==> src/rtl/mem_stage_dmem_ctrl_pkg.sv <==
// Shared types and constants for the MEM-stage data-memory responder.
package mem_stage_pkg;

  typedef enum logic [1:0] {
    IDLE = 2'd0,
    BUSY = 2'd1,
    DONE = 2'd2
  } state_t;

  localparam int DEF_WORD_LEN = 16;
  localparam int DEF_ADDR_W   = 8;
  localparam int DEF_LATENCY  = 2;
  localparam int CNT_W        = 4;

endpackage

==> src/rtl/mem_stage_dmem_ctrl_if.sv <==
// Request/response bundle between the EX/MEM register and the data-memory responder.
interface mem_stage_dmem_ctrl_if #(
  parameter int WORD_LEN = 16
);
  logic                MEM_read;
  logic                MEM_write;
  logic [WORD_LEN-1:0] addr;
  logic [WORD_LEN-1:0] wdata;
  logic                stall;
  logic [WORD_LEN-1:0] rdata;
  logic                rdata_valid;
  logic                err;

  modport master (
    output MEM_read, MEM_write, addr, wdata,
    input  stall, rdata, rdata_valid, err
  );

  modport slave (
    input  MEM_read, MEM_write, addr, wdata,
    output stall, rdata, rdata_valid, err
  );
endinterface

==> src/rtl/mem_stage_dmem_ctrl_dmem_array.sv <==
// Single-port synchronous word RAM: write and registered read share one edge, no reset.
module dmem_array #(
  parameter int WORD_LEN = 16,
  parameter int ADDR_W   = 8
) (
  input  logic                clk,
  input  logic                we,
  input  logic [ADDR_W-1:0]   addr,
  input  logic [WORD_LEN-1:0] wdata,
  output logic [WORD_LEN-1:0] rdata
);

  logic [WORD_LEN-1:0] mem_q [2**ADDR_W];

  always_ff @(posedge clk) begin
    if (we) mem_q[addr] <= wdata;
    rdata <= mem_q[addr];
  end

endmodule

==> src/rtl/mem_stage_dmem_ctrl.sv <==
// MEM-stage data-memory responder: fixed-latency loads/stores with pipeline stall.
module mem_stage_dmem_ctrl
  import mem_stage_pkg::*;
#(
  parameter int WORD_LEN = DEF_WORD_LEN,
  parameter int ADDR_W   = DEF_ADDR_W,
  parameter int LATENCY  = DEF_LATENCY
) (
  input  logic                  clk,
  input  logic                  rst,
  mem_stage_dmem_ctrl_if.slave  bus
);

  localparam logic [CNT_W-1:0] CNT_LOAD = CNT_W'(LATENCY - 1);
  localparam logic [CNT_W-1:0] CNT_ONE  = CNT_W'(1);

  state_t              state_q, state_d;
  logic [CNT_W-1:0]    cnt_q, cnt_d;
  logic                is_store_q;
  logic [ADDR_W-1:0]   addr_q;
  logic [WORD_LEN-1:0] wdata_q;
  logic [WORD_LEN-1:0] rdata_q;
  logic [WORD_LEN-1:0] ram_rdata;

  logic                req_one, req_both, accept;
  logic                ram_we;
  logic [ADDR_W-1:0]   ram_addr;
  logic [WORD_LEN-1:0] ram_wdata;
  logic                stall, err, rdata_valid;
  logic [WORD_LEN-1:0] rdata;
  logic                unused_addr_hi;

  assign req_one        = bus.MEM_read ^ bus.MEM_write;
  assign req_both       = bus.MEM_read & bus.MEM_write;
  assign accept         = (state_q == IDLE) && req_one && !rst;
  assign unused_addr_hi = ^bus.addr[WORD_LEN-1:ADDR_W];

  always_ff @(posedge clk) begin
    if (rst) begin
      state_q <= IDLE;
      cnt_q   <= '0;
      rdata_q <= '0;
    end else begin
      state_q <= state_d;
      cnt_q   <= cnt_d;
      if (state_q == DONE && !is_store_q) rdata_q <= ram_rdata;
    end
  end

  // Request copies are frozen at accept so BUSY ignores the live inputs.
  always_ff @(posedge clk) begin
    if (accept) begin
      is_store_q <= bus.MEM_write;
      addr_q     <= bus.addr[ADDR_W-1:0];
      wdata_q    <= bus.wdata;
    end
  end

  always_comb begin
    state_d = state_q;
    cnt_d   = cnt_q;
    unique case (state_q)
      IDLE: begin
        if (req_one) begin
          cnt_d   = CNT_LOAD;
          state_d = (LATENCY > 1) ? BUSY : DONE;
        end
      end
      BUSY: begin
        cnt_d = cnt_q - CNT_ONE;
        if (cnt_q == CNT_ONE) state_d = DONE;
      end
      DONE:    state_d = IDLE;
      default: state_d = IDLE;
    endcase
  end

  // The RAM is strobed on the edge that enters DONE; with LATENCY=1 that is the accept edge.
  always_comb begin
    stall       = 1'b0;
    err         = 1'b0;
    rdata_valid = 1'b0;
    rdata       = rdata_q;
    ram_we      = 1'b0;
    ram_addr    = addr_q;
    ram_wdata   = wdata_q;
    if (!rst) begin
      unique case (state_q)
        IDLE: begin
          ram_addr  = bus.addr[ADDR_W-1:0];
          ram_wdata = bus.wdata;
          stall     = req_one;
          err       = req_both;
          ram_we    = (LATENCY == 1) && req_one && bus.MEM_write;
        end
        BUSY: begin
          stall  = 1'b1;
          ram_we = is_store_q && (cnt_q == CNT_ONE);
        end
        DONE: begin
          rdata_valid = !is_store_q;
          if (!is_store_q) rdata = ram_rdata;
        end
        default: ;
      endcase
    end
  end

  assign bus.stall       = stall;
  assign bus.err         = err;
  assign bus.rdata_valid = rdata_valid;
  assign bus.rdata       = rdata;

  dmem_array #(
    .WORD_LEN (WORD_LEN),
    .ADDR_W   (ADDR_W)
  ) u_array (
    .clk   (clk),
    .we    (ram_we),
    .addr  (ram_addr),
    .wdata (ram_wdata),
    .rdata (ram_rdata)
  );

endmodule
==> src/flat_wrapper.sv <==
// flat-port wrapper written by rule: the top's interface ports become plain ports
module mem_stage_dmem_ctrl_flat import mem_stage_pkg::*;
#(
  parameter int WORD_LEN = DEF_WORD_LEN,
  parameter int ADDR_W   = DEF_ADDR_W,
  parameter int LATENCY  = DEF_LATENCY
)
  (clk, rst, bus_MEM_read, bus_MEM_write, bus_addr, bus_wdata, bus_stall, bus_rdata, bus_rdata_valid, bus_err);
  mem_stage_dmem_ctrl_if #(.WORD_LEN(WORD_LEN)) bus_i ();
  input  logic clk;
  input  logic rst;
  input wire logic [$bits(bus_i.MEM_read)-1:0] bus_MEM_read;
  input wire logic [$bits(bus_i.MEM_write)-1:0] bus_MEM_write;
  input wire logic [$bits(bus_i.addr)-1:0] bus_addr;
  input wire logic [$bits(bus_i.wdata)-1:0] bus_wdata;
  output wire logic [$bits(bus_i.stall)-1:0] bus_stall;
  output wire logic [$bits(bus_i.rdata)-1:0] bus_rdata;
  output wire logic [$bits(bus_i.rdata_valid)-1:0] bus_rdata_valid;
  output wire logic [$bits(bus_i.err)-1:0] bus_err;
  assign bus_i.MEM_read = bus_MEM_read;
  assign bus_i.MEM_write = bus_MEM_write;
  assign bus_i.addr = bus_addr;
  assign bus_i.wdata = bus_wdata;
  assign bus_stall = bus_i.stall;
  assign bus_rdata = bus_i.rdata;
  assign bus_rdata_valid = bus_i.rdata_valid;
  assign bus_err = bus_i.err;
  mem_stage_dmem_ctrl #(.WORD_LEN(WORD_LEN), .ADDR_W(ADDR_W), .LATENCY(LATENCY)) u_core (.clk(clk), .rst(rst), .bus(bus_i));
endmodule
==> config.mk <==
export PLATFORM = sky130hd
export DESIGN_NAME = mem_stage_dmem_ctrl_flat
export DESIGN_NICKNAME = d
export VERILOG_FILES = /design/src/rtl/mem_stage_dmem_ctrl_pkg.sv /design/src/rtl/mem_stage_dmem_ctrl_if.sv /design/src/rtl/mem_stage_dmem_ctrl_dmem_array.sv /design/src/rtl/mem_stage_dmem_ctrl.sv /design/src/flat_wrapper.sv
export SDC_FILE = /design/constraint.sdc
export NUM_CORES = 2
export LEC_CHECK = 0
export CAP_MARGIN = 20
export CORE_ASPECT_RATIO = 1.2
export CORE_MARGIN = 3
export CORE_UTILIZATION = 46
export DETAILED_ROUTE_END_ITERATION = 8
export PLACE_DENSITY = 0.69
export SYNTH_ARGS = -nofsm -noshare
export SYNTH_HDL_FRONTEND = slang
export SYNTH_SLANG_ARGS = --single-unit
==> constraint.sdc <==
create_clock -name clk -period 9.05 [get_ports clk]
set_clock_uncertainty 0.2 [all_clocks]
set_input_delay 0.905 -clock clk [delete_from_list [all_inputs] [get_ports clk]]
set_output_delay 0.905 -clock clk [all_outputs]
set_load 0.02 [all_outputs]
==> results.ini <==
[clocking]
cts_setup_buffers = 0
cts_num_sinks = 4159
cts_tree = built
clockBufferDepth = 4
cts_resized = 0
worstSkewPairLatency_ns = 0.91
cts_made_buffers = 383
clkTransAtPathRegs_ns = 0.06
postCtsHoldBufs = 0
cts_root_buf = clkbuf_16
htree_levels = 5

[timing]
hold_violations = 0
tightest_slew_ns = 1.30
relSlewSlack_pct = 13.4
tns_ns = 0
timing.final.crit_share_pct = 71.5
finalSetupViolCount = 0
finalMaxSlewViolations = 0
fin_crit_ns = 6.47
grt_setup_unrepaired = false
fmax_mhz = 155
fin_hold_ws_ns = 0.256

[logic_synthesis]
synth_compound_area_share_pct = 6.17
synth_common_cells = edfxtp_1 (4121), mux2i_1 (1624), nand2_1 (949), o22ai_1 (788), a21oi_1 (365)
yosysWarnings = 0
synth.distinct_cells = 56
synthCells = 9538
synth.yosys.seq_area_share_pct = 77.6
synth-seq-cells = 4159
synth_area_leader_cell = edfxtp_1
yosys.area_share.xor_xnor_pct = 0
ys_top_cells_by_area = edfxtp_1 (77%), mux2i_1 (10%), o22ai_1 (3.1%)
async_flop_share_pct = 0
yosysMostFrequentCell = edfxtp_1
synth_top_area_share_pct = 77.1
synth-edff-count = 4121
synth_flop_cell = edfxtp_1
synth_simple_gate_area_share_pct = 4.18
synth.mux.area_fraction_pct = 10.3
synth_area_mm2 = 0.160
synth_fa_ha_area_share_pct = 0.0234
synth_top_family_by_area = multiplexers
postSynthAreaPerCell_um2 = 16.8
synth_nets = 9577

[status]
status = finished, final reports clean

[detailed_routing]
drt-total-wl_um = 421000
ant_nets = 0
dr.pass1.iters = 6
wl_per_cell_um = 28.5
dr_total_vias = 89500
vias_per_cell = 6.05
drc = 0
drt_iter0_markers = 11100

[cells_and_area]
area_growth_syn_to_layout_pct = 13.0
drive_above_1_share_pct = 11.3
nets = 9861
final_core_util_pct = 52.4
nFillCells = 26700

[run]
cap_violations = 0

[critical_path]
cp_max_fo = 39
worstSetupStartpointType = input port
critPathRequiredTime_ns = 9.63
crit_type = in2reg
reg2reg_setup_slack_ns = 2.74
crit_arrival_ns = 7.05
cp-end-kind = register

[floorplan]
num_io_pins = 55
fp.dieH_um = 653
die_w_um = 545
row_count = 236
die-area_mm2 = 0.356
start_util_pct = 46.4
core_mm2 = 0.346

[global_route]
antenna_found_initial = 14
grt_pass1_wl_um = 600000
track_usage_pct = 22.9
grt_pass1_vias = 86200
grt_max_degree = 197
grt-ovfl-total = 0

[placement]
gp_congestion = 0.861
hpwl_um = 242000
port_buffers = 46

[power]
ir_worst_vdd_uv = 178
power.leakage_uw = 0.0621
power_density_mw_per_mm2 = 232

[hold_path]
hold_path_class = reg2reg

per-layer routing:
metal	GRT usage, %	share of wire (%)
met1	30.0	37
met2	37.2	48
met3	4.06	9.2
met4	11.3	5.5
met5	0	0.016
path summary, 6_finish.rpt:
kind,from,to,depth (start not counted)
worst min-delay path,u_core.rdata_q[6],u_core.rdata_q[6],2
worst max register to register,u_core.state_q[0],u_core.u_array.rdata[4],9
worst max-delay path,rst,u_core.u_array.rdata[4],11
worst min register to register,u_core.rdata_q[6],u_core.rdata_q[6],2
area by class of cell:
type / count / area, um^2 / share of cell area, %
sequential: 4159 / 125000 / 68.7
multi-input combinational: 4763 / 33700 / 18.6
clock buffer: 462 / 10000 / 5.54
tap: 4641 / 5810 / 3.20
timing repair buffer: 510 / 4700 / 2.59
clock inverter: 231 / 2600 / 1.44
inverter: 5 / 18.8 / 0.0103
antenna: 7 / 17.5 / 0.00966
cell families after synthesis:
group	count (synthesis)
AO/OA/AOI/OAI	1566
adder cells (fa/ha/maj)	3
buffers and inverters	616
flip-flops	4159
multiplexers	1645
AND/OR/NAND/NOR	1549
stage by stage:
| stage | cell area, um^2 | setup WS (ns) | power [uW] | std cells |
|---|---|---|---|---|
| CTS | 181000 | 2.79 | 42100 | 14800 |
| floorplan | 160000 | 2.63 | 24700 | 9538 |
| finish | 181000 | 2.58 | 42000 | 14800 |
| global route | 181000 | 2.59 | 43100 | 14800 |
| detailed placement | 168000 | 1.86 | 26000 | 14100 |
| global placement | 168000 | 1.92 | 25900 | 14100 |
report_power, final:
part	switching, uW	internal, uW
clock network	6940	9400
logic	2840	1130
registers	63.6	21700
placed cells by master, fill, tap and decap left out, types with 7 or more instances in the layout:
master / count
clkinv_1: 78
o22ai_1: 788
and3_1: 48
o2111ai_1: 17
a311oi_1: 49
o41ai_1: 132
a21oi_1: 365
nand2_1: 922
o21ai_0: 116
clkinv_2: 63
diode_2: 7
clkdlybuf4s50_1: 46
clkinvlp_4: 16
clkbuf_1: 70
a211oi_1: 15
a211o_1: 17
nand4_1: 31
nand3_1: 8
nand2_4: 21
edfxtp_1: 4121
a221oi_1: 15
buf_4: 405
nor4b_1: 13
nor4_1: 88
nor2_1: 235
buf_12: 43
mux2_2: 18
nor2_2: 51
bufinv_16: 52
o32ai_1: 15
nor3_1: 7
mux2i_1: 1621
or3_1: 34
clkbuf_16: 389
dfxtp_1: 38
or4_1: 48
a22o_1: 15
buf_16: 9
critical path, stage by stage:
cell and delay (ns):
clkdlybuf4s50_1 0.46, buf_4 0.30, or3_1 0.74, mux2i_4 0.74, or2_4 0.79, buf_4 0.38, o22ai_1 0.12, o41ai_1 0.88
nand4_1 0.78, a22o_1 0.57, a211o_1 0.26
sequential cells by signal (all words and copies together), names as in the netlist:
signal                flops
u_core.is_store_q         1
u_core.wdata_q           16
u_core.u_array.mem_q   4096
u_core.cnt_q              4
u_core.rdata_q           16
u_core.u_array.rdata     16
u_core.state_q            2
u_core.addr_q             8
No activity file was read; power rests on OpenSTA's default activity.
